File: config.mk
export PLATFORM = sky130hd
export DESIGN_NAME = alu_seq
export DESIGN_NICKNAME = d
export VERILOG_FILES = /design/src/rtl/alu_seq_pkg.sv /design/src/rtl/alu_seq_mul.sv /design/src/rtl/alu_seq.sv
export SDC_FILE = /design/constraint.sdc
export NUM_CORES = 1
export LEC_CHECK = 0
export ABC_AREA = 1
export BUFFER_PORTS_ARGS = -buffer_cell sky130_fd_sc_hd__buf_2
export CAP_MARGIN = 25
export CORE_AREA = 10 10 83 85
export DETAILED_ROUTE_END_ITERATION = 7
export DIE_AREA = 0 0 93 95
export GPL_TIMING_DRIVEN = 0
export PLACE_DENSITY_LB_ADDON = 0.2
export SETUP_SLACK_MARGIN = 0.05
export SYNTH_ARGS = -nofsm -noshare
export SYNTH_HDL_FRONTEND = slang
export SYNTH_SLANG_ARGS = --single-unit
File: constraint.sdc
create_clock -name Clk -period 1.2 [get_ports Clk]
set_clock_uncertainty 0.1 [all_clocks]
set_input_delay 0.24 -clock Clk [delete_from_list [all_inputs] [get_ports Clk]]
set_output_delay 0.24 -clock Clk [all_outputs]
set_load 0.005 [all_outputs]
File: src/rtl/alu_seq_pkg.sv
// Shared definitions for the sequential ALU: opcode mnemonics, controller states
// and the start of the illegal opcode range.
`timescale 1ns/1ps
package alu_seq_pkg;

   typedef enum logic [3:0] {
      ADD = 4'd0,
      SUB = 4'd1,
      AND = 4'd2,
      IOR = 4'd3,
      NOT = 4'd4,
      XOR = 4'd5,
      LSL = 4'd6,
      LSR = 4'd7,
      SLT = 4'd8,
      SEQ = 4'd9,
      MUL = 4'd10,
      ASR = 4'd11
   } op_mne;

   typedef enum logic [1:0] {
      ST_IDLE,
      ST_MUL,
      ST_RESP
   } alu_state_t;

   // Opcodes 12..15 carry no operation; anything at or above this code is illegal.
   localparam logic [3:0] ILLEGAL_OP_MIN = 4'd12;

endpackage

File: src/rtl/alu_seq_mul.sv
// Iterative unsigned shift-add multiplier: W steps after start, 2W-bit product.
// The product port shows the result of the step in progress, so it is final while done=1.
`timescale 1ns/1ps
module alu_mul_iter
   import alu_seq_pkg::*;
#(
   parameter int W = 8
) (
   input  logic           clk,
   input  logic           rst_n,
   input  logic           start,
   input  logic [W-1:0]   a,
   input  logic [W-1:0]   b,
   output logic           busy,
   output logic           done,
   output logic [2*W-1:0] product
);

   localparam int CW = $clog2(W) + 1;
   localparam logic [CW-1:0] LAST = CW'(W - 1);

   logic [W-1:0]  mcand;
   logic [W-1:0]  hi;
   logic [W-1:0]  lo;
   logic [CW-1:0] count;
   logic [W:0]    sum;

   // One shift-add step: add the multiplicand when the current multiplier bit is set,
   // then shift the whole {hi,lo} pair right with the add carry entering at the top.
   always_comb begin
      sum     = {1'b0, hi} + {1'b0, (lo[0] ? mcand : {W{1'b0}})};
      product = {sum, lo[W-1:1]};
   end

   assign done = busy && (count == LAST);

   always_ff @(posedge clk or negedge rst_n) begin
      if (!rst_n) begin
         mcand <= '0;
         hi    <= '0;
         lo    <= '0;
         count <= '0;
         busy  <= 1'b0;
      end else if (start) begin
         mcand <= a;
         hi    <= '0;
         lo    <= b;
         count <= '0;
         busy  <= 1'b1;
      end else if (busy) begin
         hi    <= product[2*W-1:W];
         lo    <= product[W-1:0];
         count <= count + CW'(1);
         if (done) begin
            busy <= 1'b0;
         end
      end
   end

endmodule

File: src/rtl/alu_seq.sv
// Sequential ALU with valid/ready handshake, registered result and flag registers.
// Define ALU_MUL_EN to build the iterative multiplier; otherwise MUL is an illegal opcode.
`timescale 1ns/1ps
module alu_seq
   import alu_seq_pkg::*;
#(
   parameter int W   = 8,
   parameter int Ops = 4
) (
   input  logic           Clk,
   input  logic           Reset_n,
   input  logic           In_valid,
   output logic           In_ready,
   input  logic [W-1:0]   InputA,
   input  logic [W-1:0]   InputB,
   input  logic [Ops-1:0] OP,
   output logic           Out_valid,
   input  logic           Out_ready,
   output logic [W-1:0]   Out,
   output logic [W-1:0]   OutHi,
   output logic           Cond,
   output logic           Zero,
   output logic           Carry,
   output logic           Err
);

   localparam logic [W:0] W_VAL = (W + 1)'(W);

   alu_state_t     state;
   alu_state_t     state_next;
   logic [3:0]     op_code;
   logic           base_legal;
   logic           op_ok;
   logic           is_mul;
   logic           accept;
   logic           shift_big;
   logic [W-1:0]   res;
   logic [W:0]     sum_ext;
   logic           carry_next;
   logic           cond_next;
   logic           mul_done;
   logic [2*W-1:0] mul_product;

   assign op_code    = OP[3:0];
   assign base_legal = ((OP >> 4) == '0) && (op_code < ILLEGAL_OP_MIN);
   assign In_ready   = (state == ST_IDLE) || ((state == ST_RESP) && Out_ready);
   assign accept     = In_valid && In_ready;
   assign Out_valid  = (state == ST_RESP);
   assign shift_big  = ({1'b0, InputB} >= W_VAL);

`ifdef ALU_MUL_EN
   logic mul_busy;

   assign op_ok  = base_legal;
   assign is_mul = base_legal && (op_code == MUL);

   alu_mul_iter #(.W(W)) u_mul (
      .clk     (Clk),
      .rst_n   (Reset_n),
      .start   (accept && is_mul),
      .a       (InputA),
      .b       (InputB),
      .busy    (mul_busy),
      .done    (mul_done),
      .product (mul_product)
   );
`else
   assign op_ok       = base_legal && (op_code != MUL);
   assign is_mul      = 1'b0;
   assign mul_done    = 1'b0;
   assign mul_product = '0;
`endif

   // Single-cycle result for whatever is presented on the inputs; only used on accept.
   always_comb begin
      res        = '0;
      sum_ext    = '0;
      carry_next = Carry;
      cond_next  = Cond;
      case (op_mne'(op_code))
         ADD: begin
            sum_ext    = {1'b0, InputA} + {1'b0, InputB};
            res        = sum_ext[W-1:0];
            carry_next = sum_ext[W];
         end
         SUB: begin
            sum_ext    = {1'b0, InputA} + {1'b0, ~InputB} + {{W{1'b0}}, 1'b1};
            res        = sum_ext[W-1:0];
            carry_next = sum_ext[W];
         end
         AND: res = InputA & InputB;
         IOR: res = InputA | InputB;
         NOT: res = ~InputA;
         XOR: res = InputA ^ InputB;
         LSL: res = shift_big ? '0 : (InputA << InputB);
         LSR: res = shift_big ? '0 : (InputA >> InputB);
         ASR: res = shift_big ? {W{InputA[W-1]}} : W'($signed(InputA) >>> InputB);
         SLT: begin
            res       = {{(W-1){1'b0}}, (InputA < InputB)};
            cond_next = (InputA < InputB);
         end
         SEQ: begin
            res       = {{(W-1){1'b0}}, (InputA == InputB)};
            cond_next = (InputA == InputB);
         end
         default: res = '0;
      endcase
   end

   always_ff @(posedge Clk or negedge Reset_n) begin
      if (!Reset_n) begin
         state <= ST_IDLE;
      end else begin
         state <= state_next;
      end
   end

   // A result leaving RESP can be replaced on the same edge, so single-cycle ops stream.
   always_comb begin
      state_next = state;
      case (state)
         ST_IDLE: begin
            if (accept) begin
               state_next = is_mul ? ST_MUL : ST_RESP;
            end
         end
         ST_MUL: begin
            if (mul_done) begin
               state_next = ST_RESP;
            end
         end
         ST_RESP: begin
            if (accept) begin
               state_next = is_mul ? ST_MUL : ST_RESP;
            end else if (Out_ready) begin
               state_next = ST_IDLE;
            end
         end
         default: state_next = ST_IDLE;
      endcase
   end

   // Result and flag registers; Carry and Cond hold unless their own ops update them.
   always_ff @(posedge Clk or negedge Reset_n) begin
      if (!Reset_n) begin
         Out   <= '0;
         OutHi <= '0;
         Cond  <= 1'b0;
         Zero  <= 1'b0;
         Carry <= 1'b0;
         Err   <= 1'b0;
      end else if (accept) begin
         if (!op_ok) begin
            Out   <= '0;
            OutHi <= '0;
            Zero  <= 1'b1;
            Err   <= 1'b1;
         end else if (is_mul) begin
            Err <= 1'b0;
         end else begin
            Out   <= res;
            OutHi <= '0;
            Zero  <= (res == '0);
            Carry <= carry_next;
            Cond  <= cond_next;
            Err   <= 1'b0;
         end
      end else if ((state == ST_MUL) && mul_done) begin
         Out   <= mul_product[W-1:0];
         OutHi <= mul_product[2*W-1:W];
         Zero  <= (mul_product == '0);
      end
   end

endmodule

==> results of run 1 <==
[worst paths after layout]
kind	from	end	slack, ps
max in group asynchronous	Reset_n	Out[2]$_DFFE_PN0P_	460
hold reg to reg	Out[2]$_DFFE_PN0P_	Out[2]$_DFFE_PN0P_	370
hold / removal	OP[3]	Err$_DFFE_PN0P_	180
min in group asynchronous	Reset_n	Carry$_DFFE_PN0P_	310
setup reg to reg	state[1]$_DFFE_PN0P_	Carry$_DFFE_PN0P_	0
setup / recovery	InputB[2]	Zero$_DFFE_PN0P_	-740
[timing repair]
item | CTS | global route
pin swaps | 54 | 39
hold buffers | 1 | 0
setup buffers | 26 | 6
hold endpoints to repair | 13 | 0
setup endpoints to repair | 14 | 14
cloned | 1 | 0
resized for setup | 89 | 45
[cell type report]
type                       count  area, um2  share of cell area
multi-input combinational    411       2390               0.620
tap                           72       90.1              0.0234
sequential                    13        325              0.0844
inverter                      53        264              0.0685
buffer                        20        189              0.0490
clock buffer                   4       45.0              0.0117
timing repair buffer          70        549               0.143
[sequential cells by signal, summed over array words and instances, names as in the netlist]
name,flops
Carry,1
Cond,1
Err,1
Out,8
Zero,1
state,1
[per-stage QoR]
step / hold slack (ps) / TNS, ps
2_1_floorplan: -156 / -5610
3_3_place_gp: 30.0 / -11500
3_5_place_dp: 32.7 / -11840
4_1_cts: 178 / -6300
5_1_grt: 191 / -7510
6_report: 180 / -6750
[power by group through the flow]
stage | clock, mW | sequential [mW] | combinational [mW]
after global placement | 0 | 0.549 | 1.06
after CTS | 0.397 | 0.547 | 1.32
after floorplan | 0 | 0.563 | 0.698
after global routing | 0.414 | 0.555 | 1.59
after detailed placement | 0 | 0.554 | 1.08
final | 0.389 | 0.548 | 1.46
[layer usage]
metal / vias to the layer above / wire (um)
met5: - / 0
met2: 181 / 4850
met4: 0 / 546
met3: 48 / 736
li1: 1735 / -
met1: 1681 / 4280
[cells by family after synthesis]
| kind of cell | after synthesis | synth area share |
|---|---|---|
| XOR/XNOR | 1 | 0.00324 |
| AO/OA/AOI/OAI | 57 | 0.117 |
| buffers and inverters | 74 | 0.120 |
| AND/OR/NAND/NOR | 318 | 0.507 |
| adder cells (fa/ha/maj) | 27 | 0.131 |
| flip-flops | 13 | 0.120 |
| other | 1 | 0.00139 |
[layout by cell type, fill, tap and decap left out, drive strengths merged]
master and n:
ha 25, conb 8, o21ai 27, o211ai 3, inv 52, dfrtp 13
a31oi 2, nand3 61, xor2 1, nand4 15, and2 1, nor2 73
or2 3, buf 85, dlygate4sd3 1, a21oi 20, o21a 2, nor3b 1
a21o 2, nand2 158, fa 2, clkinv 1, nand3b 1, a21boi 1
nor3 5, clkbuf 8
[tightest hold or removal path, cell delays in order]
cell and delay [ps]:
buf_2 120, o21ai_0 70, o21ai_1 60
==> impl_metrics.csv, run 1 <==
group,metric,value,unit
run_status,outcome,"finished with violations",
run_status,violations,"setup timing",
final_layout,diodes,0,
final_layout,nets,623,
floorplan,dieArea,0.00884,mm2
global_route,grt_util_all_layers,0.229,
placed_design,place_inst,607,
power,p_switching,1.01,mW
timing,max_freq,0.514,GHz
synth,postSynthCellCount,491,
synth,yosys.cell_types.count,33,
clock_tree,cts.clk_slew.worst_paths,60,ps
timing,slew_violations,0,
detailed_routing,drtIter0Drc,288,
critical_path,r2r_cells,5,
synth,syn_avg_cell_area,5.50,um2
timing,finalSetupViolations,11,
power,power.internal,1.38,mW
final_layout,finish.instance_area,0.00385,mm2
floorplan,rows,27,
global_route,antenna_found_initial,0,
final_layout,n_fill_cell,459,
critical_path,end_kind,"flip-flop",
critical_path,worstPathRequired,1280,ps
timing,slew-limit-headroom,0.556,
global_route,grt.busiest_layer,"met2",
critical_path,crit_slowest_cell,"ha_4",
floorplan,die_w,93,um
placed_design,dpl_worst_slack,-1350,ps
critical_path,cp.depth,17,
critical_path,crit_type,"in2reg",
global_route,grt_max_degree,14,
synth,ys_ff_latch,13,
clock_tree,cts_tree,"built",
global_route,grt-ovfl-total,0,
synth,async_flop_share,1.00,
timing,setup_slack,-745,ps
detailed_routing,routedWlPerCell,16.2,um
floorplan,die-height,95,um
final_layout,instances_no_fill,643,
global_route,use_met1,0.273,
synth,synth_area,0.00270,mm2
power,power_frac_seq,0.229,
critical_path,path_cells,"buf_12 > inv_12 > clkbuf_16 > ha_4 > buf_12 > inv_4 > a21oi_2 > nand2_2 > nor2_1 > nor2_1 > nor2_2 > nand2_1 > a21oi_2 > nand3_1 > nor2_1 > nand3_1 > nand2_1",
timing,tightest_slew,663,ps
power,max-vdd-ir-drop,0.474,mV
placed_design,place_area,0.00315,mm2
detailed_routing,wirelength,10400,um
clock_tree,clock_path_buffers,2,
critical_path,startpoint_type,"input port",
power,p_total,2.39,mW
clock_tree,clock_sinks,13,
timing,fin_crit,1940,ps
floorplan,start_util,0.506,
placed_design,dp_hpwl,7740,um
synth,yosys.area.top_type_share,0.214,
floorplan,core,0.00534,mm2
synth,synth_most_common_cell,"nand2_1",
power,clkPwrFrac,0.163,
final_layout,areaGrowthSynthToFinish,42.5,%
synth,synth_ff_type,"dfrtp_1",
placed_design,gp_congestion,0.989,
detailed_routing,vias,3645,
critical_path,cpMostUsedCell,"nor2_1",
global_route,grt_pass1_wl,16600,um
power,leakagePower,1.98,nW
timing,hold_violations,0,
timing,rsz0062_at_grt,"true",
global_route,first_global_vias,3462,
clock_tree,htree_levels,1,
detailed_routing,vias_per_cell,5.67,
timing,period_share,1.62,
synth,synthTopCellsByArea,"nand2_1 (21%), dfrtp_1 (12%), ha_1 (12%)",
floorplan,ioPinCount,46,
synth,yosys.area.top_type,"nand2_1",
global_route,met2_usage,0.384,
power,powerDensity,622,mW/mm2
critical_path,critPathTopFamily,"simple AND/OR/NAND/NOR gates",
critical_path,critPathBufInv,5,
clock_tree,cts_root_buf,"clkbuf_8",
clock_tree,clk_latency,250,ps
clock_tree,cts_buffers,3,
run,cap_violations,0,
synth,ys.warnings.count,0,
final_layout,final_core_util,0.722,
synth,synth_common_cells,"nand2_1 (154), nor2_1 (65), nand3_1 (60)",
placed_design,port_buffers,37,
min_path,hold_class,"in2reg",
power,p_sw_frac,0.424,
power,combinationalPowerShare,0.609,
global_route,use_met3,0.0397,
critical_path,cp.arrival,2030,ps
critical_path,cpPeakStageDelay,270,ps
detailed_routing,first_pass_iters,5,
detailed_routing,post-route-drc-count,0,
detailed_routing,ant_nets,0,
final_layout,layout-drive-gt1-share,0.319,
synth,yosysSeqAreaShare,0.120,
min_path,min_path_cells,3,
synth,synth_edf_count,0,
critical_path,worstPathMaxFanout,8,
Power figures use the tool's default switching activity.
==> run 2, diff against run 1 <==
Settings changed: CORE_AREA 10 10 83 85 to 2 2 75 77, DIE_AREA 0 0 93 95 to 0 0 77 79.
==> run 2 against run 1 <==
- the flow still finishes with violations (setup timing)
- final cell count is 0.78% lower
- critical path depth stayed put
- worst setup slack worse by 60 ps
- flip-flop and latch count stayed put
- global-route usage is 9.1 points higher
- sequential share of layout area is 0.075 points higher
- largest cell class unchanged
- largest power group unchanged
==> impl_metrics.csv, run 2 (synthesis results as in run 1) <==
group,metric,value,unit
clock_tree,cts_root_buf,"clkbuf_8",
critical_path,rrSetupSlack,10,ps
detailed_routing,wirelength,9880,um
placed_design,gp_congestion,0.984,
global_route,grt-ovfl-total,0,
detailed_routing,routedWlPerCell,15.5,um
global_route,use_met1,0.399,
power,power_frac_seq,0.232,
detailed_routing,first_pass_iters,5,
global_route,grt_util_all_layers,0.319,
final_layout,largest_reg_flops,8,
timing,period_share,1.67,
final_layout,final_common_cell,"nand2_1",
clock_tree,cts_buffers,3,
floorplan,die-height,79,um
detailed_routing,vias_per_cell,5.47,
floorplan,ioPinCount,46,
timing,slew_violations,0,
power,max-vdd-ir-drop,0.471,mV
power,combinationalPowerShare,0.611,
global_route,antenna_found_initial,0,
critical_path,r2r-start,"state[1]$_DFFE_PN0P_",
placed_design,dp_hpwl,7360,um
final_layout,mostFrequentLayoutCells,"nand2_1 (142), nand3_1 (51), nor2_1 (49)",
floorplan,die_w,77,um
critical_path,end_kind,"flip-flop",
timing,tightest_slew,577,ps
global_route,met2_usage,0.556,
power,power.internal,1.36,mW
detailed_routing,vias,3493,
timing,rsz0062_at_grt,"true",
run,cap_violations,0,
clock_tree,htree_levels,1,
timing,slew-limit-headroom,0.614,
critical_path,cpPeakStageDelay,270,ps
min_path,min_path_cells,4,
run_status,outcome,"finished with violations",
run_status,violations,"setup timing",
detailed_routing,drtIter0Drc,326,
power,powerDensity,618,mW/mm2
global_route,grt.busiest_layer,"met2",
critical_path,r2r_cells,5,
floorplan,rows,27,
clock_tree,cts.clk_slew.worst_paths,50,ps
global_route,use_met3,0.0330,
critical_path,startpoint_type,"input port",
power,p_sw_frac,0.423,
power,leakagePower,1.96,nW
global_route,grt_max_degree,14,
power,clkPwrFrac,0.157,
critical_path,crit_slowest_cell,"ha_4",
critical_path,path_cells,"buf_12 > inv_12 > clkbuf_16 > ha_4 > buf_8 > inv_4 > a21oi_2 > nand2_2 > nor2_1 > nor2_1 > nor2_1 > nand2_1 > a21oi_2 > nand3_1 > nor2_1 > nand3_1 > nand2_1",
final_layout,layout-drive-gt1-share,0.325,
min_path,holdCritStartpoint,"Out_ready",
detailed_routing,post-route-drc-count,0,
final_layout,finish.instance_area,0.00382,mm2
clock_tree,cts_tree,"built",
min_path,hold_class,"in2reg",
placed_design,port_buffers,37,
power,p_switching,0.999,mW
critical_path,critPathTopFamily,"simple AND/OR/NAND/NOR gates",
detailed_routing,ant_nets,0,
critical_path,worstPathMaxFanout,5,
power,p_total,2.36,mW
timing,setup_slack,-804,ps
critical_path,crit_type,"in2reg",
global_route,first_global_vias,3207,
clock_tree,clock_sinks,13,
final_layout,diodes,0,
critical_path,critPathBufInv,5,
clock_tree,clk_latency,240,ps
critical_path,worstReg2RegEnd,"Carry$_DFFE_PN0P_",
final_layout,nets,618,
min_path,worstHoldEndpoint,"state[1]$_DFFE_PN0P_",
critical_path,worstPathRequired,1270,ps
floorplan,start_util,0.506,
floorplan,dieArea,0.00608,mm2
critical_path,cp.arrival,2080,ps
placed_design,place_area,0.00315,mm2
timing,finalSetupViolations,11,
clock_tree,clock_path_buffers,2,
timing,hold_violations,0,
timing,max_freq,0.499,GHz
global_route,grt_pass1_wl,15400,um
timing,fin_crit,2000,ps
critical_path,cpMostUsedCell,"nor2_1",
final_layout,areaGrowthSynthToFinish,41.3,%
floorplan,core,0.00534,mm2
final_layout,regMostFlops,"Out",
==> run 2: cell count changes in the layout (fill, tap and decap cells not counted), sizes merged <==
cell	previous run	this run
buf	85	79
clkbuf	8	9
clkinv	1	0
inv	52	53
==> run 2: through the flow <==
stage / setup slack (ps) / util / hold slack, ps / setup TNS (ps) / instances
floorplan: -643 / - / -156 / -5610 / 498
global placement: -1300 / 0.590 / 34.3 / -11460 / 607
finish: -804 / 0.715 / 188 / -6810 / 638
detailed placement: -1330 / 0.590 / 33.0 / -11760 / 607
CTS: -733 / 0.678 / 171 / -6100 / 630
global route: -904 / 0.715 / 197 / -7600 / 638
==> run 2: worst reg2reg max path: stages, from the launching register on <==
cell	delay, ps
dfrtp_1	390
nand2_2	80
nand2_1	100
nor3_1	230
o211ai_1	140
o21ai_1	90
==> run 2: worst max-delay path by stage <==
stage / start / endpoint / slack, ps / cells after the start
after floorplan: InputB[2] / Zero$_DFFE_PN0P_ / -640 / 16
after global placement: InputB[2] / Zero$_DFFE_PN0P_ / -1300 / 18
after detailed placement: InputB[2] / Zero$_DFFE_PN0P_ / -1330 / 18
after CTS: InputB[2] / Zero$_DFFE_PN0P_ / -730 / 17
after global routing: InputB[2] / Zero$_DFFE_PN0P_ / -900 / 18
final: InputB[2] / Zero$_DFFE_PN0P_ / -800 / 17
==> run 2: metal layers <==
layer,wire length [um],part of all wire
met1,4080,0.41
met2,4740,0.48
met5,0,0
met4,365,0.037
met3,691,0.070
==> run 2: layout make-up <==
type	count	area, um2
plain buffers	20	184
clock buffers	4	45.0
well taps	72	90.1
inverters	53	249
multi-input cells	411	2450
fillers	490	1520
repair buffers	65	478
flip-flops and latches	13	325
==> run 2: what timing repair did <==
item                                    CTS  global route
resized for setup                        81            49
hold buffers                              1             0
hold endpoints to repair                 13             0
buffers inserted                         18             9
pin swaps                                52            48
gates cloned                              1             1
endpoints found under the setup margin   14            13
==> run 2: power by group through the flow <==
| stage | registers (mW) | clock network (mW) | logic (mW) |
|---|---|---|---|
| 3_3_place_gp | 0.550 | 0 | 1.05 |
| 2_1_floorplan | 0.563 | 0 | 0.698 |
| 3_5_place_dp | 0.553 | 0 | 1.07 |
| 5_1_grt | 0.557 | 0.413 | 1.57 |
| 4_1_cts | 0.547 | 0.382 | 1.28 |
| 6_report | 0.547 | 0.371 | 1.44 |
==> run 3, diff against run 2 <==
--- a/config.mk
+++ b/config.mk
@@ -15,2 +15,3 @@
 export PLACE_DENSITY_LB_ADDON = 0.2
+export REMOVE_ABC_BUFFERS = 1
 export SETUP_SLACK_MARGIN = 0.05
--- a/constraint.sdc
+++ b/constraint.sdc
@@ -4,2 +4,2 @@
 set_output_delay 0.24 -clock Clk [all_outputs]
-set_load 0.005 [all_outputs]
+set_load 0.1 [all_outputs]
==> run 3 against run 2 <==
- the flow still finishes with violations (setup timing)
- sequential power rose by 9.0%
- routed wire length rose by 0.38%
- first-iteration DRC count fell by 0.31%
- count of clock-buffer cells in the layout did not move
- fmax fell by 0.95%
- critical path type unchanged
- largest cell class unchanged
==> impl_metrics.csv, run 3 (synthesis results as in run 1) <==
group,metric,value,unit
run_status,outcome,"finished with violations",
run_status,violations,"setup timing",
final_layout,regMostFlops,"Out",
power,max-vdd-ir-drop,0.703,mV
power,power.internal,1.61,mW
placed_design,place_area,0.00288,mm2
final_layout,layout-drive-gt1-share,0.349,
power,p_sw_frac,0.520,
critical_path,critPathBufInv,3,
power,p_switching,1.75,mW
timing,max_freq,0.494,GHz
final_layout,largest_reg_flops,8,
placed_design,dp_hpwl,6640,um
critical_path,critPathTopFamily,"simple AND/OR/NAND/NOR gates",
placed_design,port_buffers,37,
clock_tree,clock_sinks,13,
critical_path,crit_slowest_cell,"ha_4",
power,p_total,3.36,mW
final_layout,mostFrequentLayoutCells,"nand2_1 (138), nand3_1 (51), nor2_1 (46)",
clock_tree,htree_levels,1,
clock_tree,cts_root_buf,"clkbuf_8",
power,power_frac_seq,0.178,
clock_tree,clk_latency,240,ps
floorplan,start_util,0.506,
critical_path,startpoint_type,"input port",
critical_path,path_cells,"buf_12 > clkinvlp_4 > ha_4 > inv_4 > a21oi_2 > nand2_2 > nor2_2 > nor2_1 > nor2_1 > nand2_1 > a21oi_2 > nand3_1 > nor2_1 > nand3_1 > nand2_1",
detailed_routing,wirelength,9920,um
min_path,hold_class,"in2reg",
final_layout,areaGrowthSynthToFinish,49.0,%
placed_design,gp_congestion,0.974,
detailed_routing,vias_per_cell,5.62,
timing,finalSetupViolations,13,
critical_path,cpMostUsedCell,"nor2_1",
timing,setup_slack,-823,ps
final_layout,nets,610,
floorplan,core,0.00534,mm2
detailed_routing,routedWlPerCell,15.7,um
final_layout,finish.instance_area,0.00403,mm2
power,powerDensity,833,mW/mm2
critical_path,cp.arrival,2110,ps
detailed_routing,post-route-drc-count,0,
floorplan,die_w,77,um
floorplan,dieArea,0.00608,mm2
detailed_routing,drtIter0Drc,325,
detailed_routing,first_pass_iters,6,
timing,rsz0062_at_grt,"true",
placed_design,dpl_worst_slack,-1800,ps
detailed_routing,vias,3540,
timing,slew-limit-headroom,0.648,
global_route,grt-ovfl-total,0,
clock_tree,cts.clk_slew.worst_paths,60,ps
critical_path,end_kind,"flip-flop",
critical_path,cpPeakStageDelay,370,ps
detailed_routing,ant_nets,0,
timing,tightest_slew,526,ps
floorplan,ioPinCount,46,
clock_tree,cts_tree,"built",
timing,slew_violations,0,
floorplan,die-height,79,um
critical_path,crit_type,"in2reg",
timing,fin_setup_tns,-6760,ps
critical_path,rrSetupSlack,-130,ps
run,cap_violations,0,
global_route,grt_max_degree,23,
power,leakagePower,1.99,nW
power,combinationalPowerShare,0.704,
final_layout,diodes,0,
clock_tree,clock_path_buffers,2,
critical_path,worstPathMaxFanout,7,
clock_tree,cts_buffers,3,
power,clkPwrFrac,0.119,
floorplan,rows,27,
timing,hold_violations,0,
timing,period_share,1.69,
timing,fin_crit,2020,ps
global_route,grt_util_all_layers,0.318,
global_route,first_global_vias,3258,
final_layout,final_common_cell,"nand2_1",
global_route,grt_pass1_wl,15500,um
global_route,antenna_found_initial,0,
critical_path,worstPathRequired,1280,ps
[run 3: cell types whose count changed in the layout (fill, tap and decap cells not counted), sizes merged]
cell and change:
buf -4, clkinv +1, clkinvlp +1, clkbuf -4, inv -2
[run 3: stage by stage]
step	utilization	hold slack (ps)	instances
after floorplan	-	-156	477
after global routing	0.755	238	630
after CTS	0.696	193	615
after global placement	0.539	29.3	586
final	0.755	188	630
after detailed placement	0.539	29.9	586
[run 3: tightest hold or removal path, cell delays in order]
cell	delay, ps
buf_2	110
o21ai_0	60
o21ai_0	70
[run 3: cell type report]
| type | instances | area, um2 |
|---|---|---|
| inverter | 53 | 241 |
| tap | 72 | 90.1 |
| fill | 402 | 1310 |
| clock buffer | 4 | 45.0 |
| multi-input combinational | 411 | 2490 |
| timing repair buffer | 77 | 837 |
| sequential | 13 | 325 |
[run 3: timing repair]
item	in CTS	in global routing
setup buffers	24	15
resized for setup	177	60
hold endpoints to repair	13	0
setup endpoints to repair	27	26
hold buffers	1	0
pin swaps	34	48
[run 3: final timing paths]
kind	from	end	cells after the start
max in group asynchronous	Reset_n	Out[6]$_DFFE_PN0P_	2
min in group asynchronous	Reset_n	Zero$_DFFE_PN0P_	2
worst min-delay path	OP[3]	Err$_DFFE_PN0P_	3
worst max register to register	state[1]$_DFFE_PN0P_	Carry$_DFFE_PN0P_	5
worst min register to register	Out[7]$_DFFE_PN0P_	Out[7]$_DFFE_PN0P_	2
worst max-delay path	InputB[2]	Zero$_DFFE_PN0P_	15
[run 3: metal layers]
layer / GRT usage / share of wire / vias up
li1: - / - / 1707
met1: 0.400 / 0.40 / 1602
met2: 0.554 / 0.47 / 192
met3: 0.0364 / 0.081 / 39
met4: 0.134 / 0.049 / 0
met5: 0 / 0 / -
[run 3: power by group through the flow]
stage / logic (mW) / registers [mW] / clock network [mW]
floorplan: 0.709 / 1.09 / 0
global placement: 1.59 / 0.549 / 0
detailed placement: 1.60 / 0.553 / 0
CTS: 2.13 / 0.590 / 0.375
global route: 2.50 / 0.604 / 0.427
finish: 2.36 / 0.596 / 0.398
